**src/rtl/booth_controller.sv**
```systemverilog
// Sequencing FSM for the radix-2 Booth multiplier datapath.
// Loads operands, runs N evaluate/shift steps, then uploads {A,X}.
module booth_controller #(
    parameter int N     = 5,
    parameter int CNT_W = 3
) (
    input  logic       clk,
    input  logic       rst,
    input  logic       start,
    input  logic [1:0] decision_bits,
    output logic       ldY,
    output logic       ldX,
    output logic       clrX,
    output logic       shX,
    output logic       ldA,
    output logic       shA,
    output logic       clrA,
    output logic       lde,
    output logic       clre,
    output logic       add,
    output logic       sub,
    output logic [1:0] upload_selector,
    output logic       busy,
    output logic       done
);

    typedef enum logic [2:0] {
        IDLE,
        LD_Y,
        LD_X,
        EVAL,
        SHIFT,
        UP_HI,
        UP_LO,
        DONE
    } state_t;

    state_t state;
    state_t nextState;
    logic [CNT_W-1:0] iterCount;
    logic lastIter;

    assign lastIter = (iterCount == CNT_W'(N - 1));

    always_ff @(posedge clk or negedge rst) begin
        if (!rst) begin
            state <= IDLE;
        end else begin
            state <= nextState;
        end
    end

    always_ff @(posedge clk or negedge rst) begin
        if (!rst) begin
            iterCount <= '0;
        end else if (state == LD_X) begin
            iterCount <= '0;
        end else if (state == SHIFT) begin
            iterCount <= iterCount + 1'b1;
        end
    end

    always_comb begin
        nextState       = state;
        ldY             = 1'b0;
        ldX             = 1'b0;
        clrX            = 1'b0;
        shX             = 1'b0;
        ldA             = 1'b0;
        shA             = 1'b0;
        clrA            = 1'b0;
        lde             = 1'b0;
        clre            = 1'b0;
        add             = 1'b0;
        sub             = 1'b0;
        upload_selector = 2'b00;
        busy            = 1'b1;
        done            = 1'b0;
        unique case (state)
            IDLE: begin
                busy = 1'b0;
                if (start) begin
                    nextState = LD_Y;
                end
            end
            LD_Y: begin
                ldY       = 1'b1;
                nextState = LD_X;
            end
            LD_X: begin
                ldX       = 1'b1;
                clrA      = 1'b1;
                clre      = 1'b1;
                nextState = EVAL;
            end
            EVAL: begin
                // {X[0],E}: 10 starts a run of ones, 01 ends one
                if (decision_bits == 2'b10) begin
                    sub = 1'b1;
                    ldA = 1'b1;
                end else if (decision_bits == 2'b01) begin
                    add = 1'b1;
                    ldA = 1'b1;
                end
                nextState = SHIFT;
            end
            SHIFT: begin
                shA       = 1'b1;
                shX       = 1'b1;
                lde       = 1'b1;
                nextState = lastIter ? UP_HI : EVAL;
            end
            UP_HI: begin
                upload_selector = 2'b10;
                nextState       = UP_LO;
            end
            UP_LO: begin
                upload_selector = 2'b01;
                nextState       = DONE;
            end
            DONE: begin
                done      = 1'b1;
                nextState = IDLE;
            end
            default: begin
                nextState = IDLE;
            end
        endcase
    end

endmodule

```
**config.mk**
```make
export PLATFORM = sky130hd
export DESIGN_NAME = booth_controller
export DESIGN_NICKNAME = d
export VERILOG_FILES = /design/src/rtl/booth_controller.sv
export SDC_FILE = /design/constraint.sdc
export NUM_CORES = 1
export LEC_CHECK = 0
export CAP_MARGIN = 20
export CORE_UTILIZATION = 37
export CTS_CLUSTER_DIAMETER = 80
export CTS_CLUSTER_SIZE = 25
export DETAILED_ROUTE_END_ITERATION = 6
export GPL_ROUTABILITY_DRIVEN = 0
export PLACE_DENSITY = 0.73
export REMOVE_ABC_BUFFERS = 1
export SYNTH_ARGS = -nofsm -noshare
export SYNTH_HDL_FRONTEND = slang
export SYNTH_SLANG_ARGS = --single-unit
```
**constraint.sdc**
```tcl
create_clock -name clk -period 1 [get_ports clk]
set_input_delay 0.2 -clock clk [delete_from_list [all_inputs] [get_ports clk]]
set_output_delay 0.2 -clock clk [all_outputs]
set_load 0.005 [all_outputs]
```
Yosys cells after proc, flatten, opt, wreduce, memory -nomap -nowiden
Index checks and enable logic that the tools add are counted.
Widths: inputs -> output; s select.

storage, ports and cells
  word-level logic and storage cells = 34
  output and inout bits = 15
  bits in registers = 6
  input port bits = 5

operators by class
  reduce and logical (&&, ||, !) cells = 2
  eq/ne operators = 11
  $add $sub $neg = 1
  mux-type cells = 18

operator list
  operator             count
  $pmux 3 s8           1
  $eq 3x3->1 const B   5
  $mux 1               12
  $mux 3               4
  $eq 3x2->1 const B   2
  $pmux 2 s2           1
  $add 3x1->3 const B  1
  $eq 3x1->1 const B   1
  $logic_not 3->1      1
  $eq 2x1->1 const B   1
  $eq 2x2->1 const B   1
  $ne 2x2->1 const B   1
  $reduce_bool 2->1    1

Longest topological paths before layout
Gate-level depths: netlist of run 1.

  depth in word-level cells = 4
  mapped depth = 5
  gate-level depth less buffers = 5

Least setup slack after synthesis of run 1
Ideal clock, no wire load.

  kind = reg-to-output
  from = register state[1]
  to = output shA
  stages on the path, launching flop included = 4
  arrival = 1.022 ns
  data required time = 0.800 ns
  path buffers = 2
  setup slack = -0.222 ns
  cells stage by stage = dfrtp_1 -> buf_6 -> nor3_1 -> buf_4

between the ends
  longest elaborated chain between the ends = 2

RTL lines
  element                 RTL line  source
  from (decl)             38        state_t state;
  from (signal assigned)  49        state <= nextState;
  $eq 3x3->1              n/a
  $mux 1                  n/a
  to (decl)               16        output logic shA,

No other way between the ends.

Worst setup path after layout of run 1
  from = register state[2]
  to = output busy

between the ends
  longest elaborated chain between the ends = 2

RTL lines
  element          RTL line  source
  $logic_not 3->1  79        unique case (state)
  $mux 1           79
  to (decl)        23        output logic busy,

No other way between the ends.

==> results of run 1 <==
==> logic make-up after synthesis <==
family          Yosys count  synth area share (%)
other cells               1                 0.751
compound gates           12                  15.5
buf+inv                  14                  18.8
simple gates             22                  24.8
flops                     6                  30.1
fa+ha+maj                 4                  10.0
==> worst paths after layout <==
kind,end,start,slack [ns],depth (start not counted)
setup / recovery,busy,state[2],-0.48,3
hold / removal,iterCount[0],rst,0.20,1
max in group asynchronous,state[2],rst,0.56,1
min in group clk,iterCount[2],iterCount[2],0.62,2
setup reg to reg,iterCount[2],state[2],-0.34,6
hold reg to reg,iterCount[2],iterCount[2],0.62,2
==> state kept, by name, summed over array words and instances, names as in the netlist <==
name and cells:
iterCount 3, state 3
==> power groups by stage <==
stage / clock network (µW) / logic (µW) / registers [µW]
5_1_grt: 253 / 2690 / 512
3_3_place_gp: 0 / 1390 / 465
4_1_cts: 225 / 2190 / 472
6_report: 226 / 2540 / 502
2_1_floorplan: 0 / 484 / 559
3_5_place_dp: 0 / 1410 / 475
==> cell type report <==
class | count | area share, %
timing repair buffer | 43 | 38.8
multi-input combinational | 39 | 38.7
sequential | 6 | 15.6
inverter | 6 | 2.82
clock buffer | 3 | 2.30
tap | 14 | 1.79
==> routing by layer <==
| metal | part of all wire, % | global-route usage [%] | vias up |
|---|---|---|---|
| met1 | 42 | 29.3 | 271 |
| met3 | 2.3 | 5.20 | 6 |
| met4 | 4.3 | 20.7 | 0 |
| met5 | 0 | 0 | - |
| met2 | 52 | 48.3 | 15 |
| li1 | - | - | 265 |
==> metrics by stage <==
| step | hold slack (ns) | total power (µW) |
|---|---|---|
| finish | 0.197 | 3270 |
| global route | 0.208 | 3450 |
| CTS | 0.199 | 2890 |
| detailed placement | 0.458 | 1880 |
| global placement | 0.451 | 1850 |
| floorplan | -0.0956 | 1040 |
==> cells in the final DEF, fill, tap and decap left out <==
cell type,n
buf_4,6
nor3b_4,2
buf_2,12
and4bb_1,1
ha_4,1
and2_1,1
nand2b_1,1
clkbuf_4,3
nor3_4,2
and2_4,2
a211oi_2,1
nor2_1,1
o21ai_1,3
o22ai_1,1
ha_1,3
conb_1,1
inv_1,5
nand2_1,1
dfrtp_1,4
or3_1,1
nand2_2,2
a21boi_1,1
nor3_2,2
o21ai_2,1
dlygate4sd2_1,2
nor2_4,4
inv_6,1
dfrtp_2,2
nor2_2,1
buf_6,21
a22oi_2,1
nand2_4,1
clkdlybuf4s50_1,2
a21oi_1,2
a21oi_2,2
==> what timing repair did <==
action                     in CTS  in global routing
setup buffers                  13                  2
gates resized for setup        95                 16
gates cloned                    0                  0
pin swaps                      20                 13
setup endpoints to repair      20                 20
==> impl_metrics.tcl, run 1 <==
set metrics [dict create \
    drc 0 \
    crit_buf_inv 2 \
    ys_ff_latch 6 \
    ir_drop_uv 1870 \
    area_growth_pct 95.7 \
    power_density_nw_per_um2 3340 \
    setup_violations 20 \
    hold_path.class "input pin to asynchronous set/reset pin" \
    synth_top_cell_area_share_pct 30.1 \
    std_cell_rows 12 \
    wl_per_cell_um 15.5 \
    synthTopCellsByCount "dfrtp_1, inv_1, buf_4, nor2_1" \
    fmax_mhz 674 \
    period_share_pct 148 \
    cts_tree "yes" \
    dr_total_vias 557 \
    synth_enable_flop_cells 0 \
    combPwrFrac_pct 77.7 \
    cts.sinks 6 \
    n_antenna_cell 0 \
    drt-total-wl_mm 1.73 \
    cpMaxStageDelayCell "dfrtp_2" \
    maxCapViolCount 0 \
    final_antenna_net_count 0 \
    maxSlewViolCount 0 \
    synth_cell_type_count 23 \
    dp_slack_ns -0.905 \
    yosysTopAreaCell "dfrtp_1" \
    grt-ovfl-total 0 \
    track_usage_pct 27.9 \
    fin_ws_ns -0.483 \
    drt-initial-drc-count 4 \
    port_buffers 18 \
    first_global_vias 557 \
    io_pins 20 \
    drive_gt1_share_pct 69.1 \
    syn_area_per_cell_um2 8.46 \
    antenna_found_initial 0 \
    multi_input_area_um2 378 \
    yosysWarnings 0 \
    nets 108 \
    htreeDepth 1 \
    ys_top_cells_by_area "dfrtp_1, ha_1, buf_4" \
    intPower_uw 1910 \
    finalCriticalPeriod_ns 1.48 \
    placed_cells 94 \
    ctsHoldBuffers 0 \
    regArea_um2 153 \
    crit_family "flip-flops" \
    crit_arrival_ns 1.28 \
    path_class "flop to output pin" \
    status "complete, but fails checks" \
    clock_latency_ns 0.25 \
    fillers 70 \
    yosys_most_used_dff "dfrtp_1" \
    start_util_pct 42.1 \
    worstSetupEndpointType "output pin" \
    p_leak_uw 0.000469 \
    seq_area_frac_synth_pct 30.1 \
    syn_area_um2 499 \
    design_area_um2 977 \
    numCtsBuffers 3 \
    rsz0062_at_grt "yes" \
    final_cells 111 \
    violations "setup timing" \
    p_clk_share_pct 6.9 \
    routed_via_density 5.02 \
    clk_pin_slew_ns 0.05 \
    grt_pass1_wl_mm 2.63 \
    place_area_um2 708 \
    drt_first_pass_iters 4 \
    grt_max_degree 9 \
    setup_tns_ns -6.73 \
    core_area_um2 1190 \
    finish.utilization_pct 82.4 \
    die-area_um2 1500 \
    required_ns 0.80 \
    critPathMaxStageDelay_ns 0.43 \
    cts-root-buf "clkbuf_4" \
    die-height_um 38.7 \
    hold_viol 0 \
    dpl.hpwl_um 888 \
    p_sw_uw 1360 \
    synthCells 59 \
    crit_chain "buf_6, or3_1, buf_2" \
    critPathLaunchType "flop" \
    cts.path.max_buffers 2 \
    async_reset_ff_share_pct 100 \
    cp_max_fo 4 \
    die_width_um 38.7 \
    seqPwrFrac_pct 15.4 \
    swShare_pct 41.6 \
    fin_skew_ns 0.00244 \
]
No activity file was read; power rests on OpenSTA's default activity.
==> inputs of run 2 (changes only) <==
==> constraint.sdc (replaced) <==
create_clock -name clk -period 1.26 [get_ports clk]
set_input_delay 0.252 -clock clk [delete_from_list [all_inputs] [get_ports clk]]
set_output_delay 0.252 -clock clk [all_outputs]
set_load 0.005 [all_outputs]
==> impl_metrics.tcl, run 2 (same netlist as run 1, synthesis figures left out) <==
set metrics [dict create \
    port_buffers 18 \
    ff2ff_path_depth 6 \
    path_class "flop to output pin" \
    dr_wl_met3_um 47 \
    start_util_pct 42.1 \
    fin_skew_ns 0.00111 \
    p_total_uw 2350 \
    grt_max_degree 9 \
    fillers 81 \
    cp-startpoint "state[0]" \
    final_cells 109 \
    crit_chain "buf_4, or3_1, buf_2" \
    ctsHoldBuffers 0 \
    setup_violations 15 \
    worstSetupEndpointType "output pin" \
    place_area_um2 693 \
    drt-initial-drc-count 9 \
    die_width_um 38.7 \
    reg.largest.list "iterCount: 3 flops, state: 3 flops" \
    cts-root-buf "clkbuf_4" \
    crit_arrival_ns 1.26 \
    first_global_vias 496 \
    cts.path.max_buffers 2 \
    grt_pass1_wl_mm 2.24 \
    placed_cells 92 \
    clock_latency_ns 0.24 \
    track_usage_pct 23.2 \
    maxSlewViolCount 0 \
    cts.sinks 6 \
    p_leak_uw 0.000440 \
    die-area_um2 1500 \
    met1Wirelength_um 638 \
    critPathLaunchType "flop" \
    clk_pin_slew_ns 0.04 \
    nets 106 \
    ir_drop_uv 1560 \
    numCtsBuffers 3 \
    hold_path.class "input pin to asynchronous set/reset pin" \
    critPathMaxStageDelay_ns 0.43 \
    status "complete, but fails checks" \
    drc 0 \
    dr_total_vias 537 \
    multi_input_area_um2 349 \
    drt_first_pass_iters 4 \
    cpMaxStageDelayCell "dfrtp_2" \
    layout_commonest_cell "buf_2" \
    area_growth_pct 80.7 \
    rsz0062_at_grt "yes" \
    worstReg2RegStart "state[2]" \
    routed_via_density 4.93 \
    power_density_nw_per_um2 2600 \
    core_area_um2 1190 \
    cts_tree "yes" \
    die-height_um 38.7 \
    antenna_found_initial 0 \
    dpl.hpwl_um 878 \
    violations "setup timing" \
    wl_per_cell_um 14.1 \
    maxCapViolCount 0 \
    required_ns 1.01 \
    drt-total-wl_mm 1.54 \
    cp_max_fo 4 \
    dp_slack_ns -0.739 \
    final_cell_mix "buf_2, buf_4, buf_6, inv_1" \
    fmax_mhz 660 \
    grt-ovfl-total 0 \
    design_area_um2 902 \
    highest_layer "met4" \
    n_antenna_cell 0 \
    drive_gt1_share_pct 63.2 \
    std_cell_rows 12 \
    hold_viol 0 \
    fin_ws_ns -0.255 \
    whs_ns 0.244 \
    htreeDepth 1 \
    io_pins 20 \
    final_antenna_net_count 0 \
    regArea_um2 154 \
    period_share_pct 120 \
    finalCriticalPeriod_ns 1.51 \
    route.met2.wl_um 833 \
]
==> run 2: cell types whose count changed in the layout (fill, tap and decap cells not counted), sizes merged <==
cell | before | now
buf | 39 | 37
==> run 2: worst max-delay path, delay by kind of cell, from the launching register on <==
| family | cells | cell delay, ns |
|---|---|---|
| DFF | 1 | 0.43 |
| buffers and inverters | 2 | 0.30 |
| and+or+nand+nor | 1 | 0.29 |
==> run 2: final cells by class <==
type	instances	area share, %
Multi-Input combinational cell	39	38.7
Timing Repair Buffer	41	37.3
Sequential cell	6	17.1
Clock buffer	3	2.50
Inverter	6	2.50
Tap cell	14	1.94
==> run 2: report_power, final <==
group	switching [µW]	internal [µW]	total (µW)	leakage (µW)
clock network	67.3	108	175	0.0000138
logic	789	982	1770	0.000354
registers	116	288	404	0.0000722
==> run 2: worst paths after layout <==
path	end	slack (ns)
worst min register to register	iterCount[1]	0.57
min in group clk	iterCount[1]	0.57
worst min-delay path	iterCount[1]	0.24
worst max-delay path	busy	-0.25
worst max register to register	iterCount[2]	-0.12
max in group asynchronous	state[2]	0.79
==> run 2: layer usage <==
metal	up-vias	GRT usage, %
li1	262	-
met1	254	27.6
met2	19	40.4
met3	2	1.73
met4	0	12.9
met5	-	0
==> run 2: what timing repair did <==
action	4_1_cts	5_1_grt
endpoints found under the setup margin	14	19
setup buffers	13	1
gates resized for setup	85	8
gates cloned	0	0
pin swaps	13	4
==> run 2: per-stage QoR <==
stage	utilization (%)	setup TNS, ns
after global placement	58.4	-4.52
final	76.1	-2.62
after global routing	76.1	-3.37
after CTS	71.3	-2.46
after detailed placement	58.4	-4.92
after floorplan	-	-0.226
==> inputs of run 3 (changes only) <==
--- a/config.mk
+++ b/config.mk
@@ -6,12 +6,11 @@
 export NUM_CORES = 1
 export LEC_CHECK = 0
 export CAP_MARGIN = 20
-export CORE_UTILIZATION = 37
+export CORE_UTILIZATION = 30
 export CTS_CLUSTER_DIAMETER = 80
 export CTS_CLUSTER_SIZE = 25
 export DETAILED_ROUTE_END_ITERATION = 6
 export GPL_ROUTABILITY_DRIVEN = 0
-export PLACE_DENSITY = 0.73
 export REMOVE_ABC_BUFFERS = 1
 export SYNTH_ARGS = -nofsm -noshare
 export SYNTH_HDL_FRONTEND = slang
==> impl_metrics.tcl, run 3 (same netlist as run 1, synthesis figures left out) <==
set metrics [dict create \
    status "complete, but fails checks" \
    violations "setup timing" \
    grt_max_degree 10 \
    die_width_um 42.8 \
    hold_viol 0 \
    crit_chain "inv_2, buf_4, nor2_2, clkdlybuf4s15_2" \
    grt_pass1_wl_mm 2.27 \
    critPathMaxStageDelay_ns 0.40 \
    ir_drop_uv 987 \
    final_cell_mix "buf_2, buf_6, buf_4, inv_1" \
    finish.utilization_pct 56.8 \
    port_buffers 18 \
    finalCriticalPeriod_ns 1.46 \
    required_ns 1.01 \
    drt_first_pass_iters 4 \
    maxSlewViolCount 0 \
    cts.path.max_buffers 2 \
    reg.largest.list "iterCount: 3 flops, state: 3 flops" \
    numCtsBuffers 3 \
    worstSetupEndpointType "output pin" \
    critPathLaunchType "flop" \
    first_global_vias 483 \
    reg2reg_slack_ns 0.07 \
    fin_skew_ns 0.00383 \
    die-height_um 42.8 \
    htreeDepth 1 \
    track_usage_pct 17.3 \
    dr_total_vias 522 \
    clk_pin_slew_ns 0.05 \
    cpMaxStageDelayCell "dfrtp_1" \
    drt-initial-drc-count 7 \
    dpl.hpwl_um 877 \
    ctsHoldBuffers 0 \
    power_density_nw_per_um2 2460 \
    fmax_mhz 685 \
    wl_per_cell_um 12.7 \
    drc 0 \
    routed_via_density 4.88 \
    p_leak_uw 0.000415 \
    cts-root-buf "clkbuf_4" \
    rsz0062_at_grt "yes" \
    nets 102 \
    start_util_pct 32.8 \
    hold_path.class "input pin to asynchronous set/reset pin" \
    core_area_um2 1520 \
    area_growth_pct 73.4 \
    n_antenna_cell 0 \
    place_area_um2 711 \
    layout_commonest_cell "buf_2" \
    period_share_pct 116 \
    setup_violations 14 \
    std_cell_rows 14 \
    crit_arrival_ns 1.21 \
    ff2ff_path_depth 5 \
    maxCapViolCount 0 \
    fillers 145 \
    drt-total-wl_mm 1.36 \
    die-area_um2 1830 \
    timing.rr.end "iterCount[2]" \
    drive_gt1_share_pct 62.6 \
    cts_tree "yes" \
    grt-ovfl-total 0 \
    cts.sinks 6 \
    cp_max_fo 4 \
    dp_slack_ns -0.755 \
    design_area_um2 866 \
    fin_ws_ns -0.199 \
    clock_latency_ns 0.24 \
    antenna_found_initial 0 \
    worstReg2RegStart "state[2]" \
    final_antenna_net_count 0 \
    path_class "flop to output pin" \
    io_pins 20 \
]
## run 3: worst max path at each step
stage	startpoint	endpoint	slack (ns)
2_1_floorplan	state[2]	lde	-0.08
3_3_place_gp	decision_bits[0]	ldA	-0.72
3_5_place_dp	decision_bits[0]	ldA	-0.75
4_1_cts	state[0]	ldA	-0.20
5_1_grt	state[0]	sub	-0.27
6_report	state[2]	done	-0.20
## run 3: critical path, delay by kind of cell, from the launching register on
| family | cells | cell delay [ns] |
|---|---|---|
| DFF | 1 | 0.40 |
| and+or+nand+nor | 1 | 0.12 |
| buffers and inverters | 3 | 0.44 |
## run 3: through the flow
step                instances  total power (µW)  hold WS, ns  TNS [ns]
global route              107              2310        0.263     -3.24
finish                    107              2130        0.256     -2.25
detailed placement         96              1470        0.525     -4.99
floorplan                  51               828      -0.0436    -0.226
CTS                       107              1970        0.259     -2.36
global placement           96              1460        0.516     -4.85
## run 3: final cells by class
class                           instances  area [µm²]  area share, %
Tap cell                               16        20.0           2.31
Inverter                                6        22.5           2.60
Sequential cell                         6         153           17.6
Timing Repair Buffer                   37         303           35.0
Clock buffer                            3        22.5           2.60
Multi-Input combinational cell         39         345           39.9
## run 3: what timing repair did
item / in CTS / in global routing
buffers inserted: 10 / 1
pin swaps: 8 / 10
gates cloned: 0 / 0
resized for setup: 78 / 11
setup endpoints to repair: 14 / 18
## run 3: metal layers
layer  vias to the layer above  wire length, µm  global-route usage (%)
met5                         -                0                       0
met4                         0               35                    13.8
met1                       255              533                    19.8
li1                        254                -                       -
met2                         9              751                    27.0
met3                         4               35                    4.26
## run 3: report_power, final
| group | leakage [µW] | total [µW] | internal [µW] | switching [µW] |
|---|---|---|---|---|
| Sequential | 0.0000733 | 397 | 284 | 113 |
| Combinational | 0.000327 | 1550 | 856 | 696 |
| Clock | 0.0000138 | 179 | 108 | 71.5 |
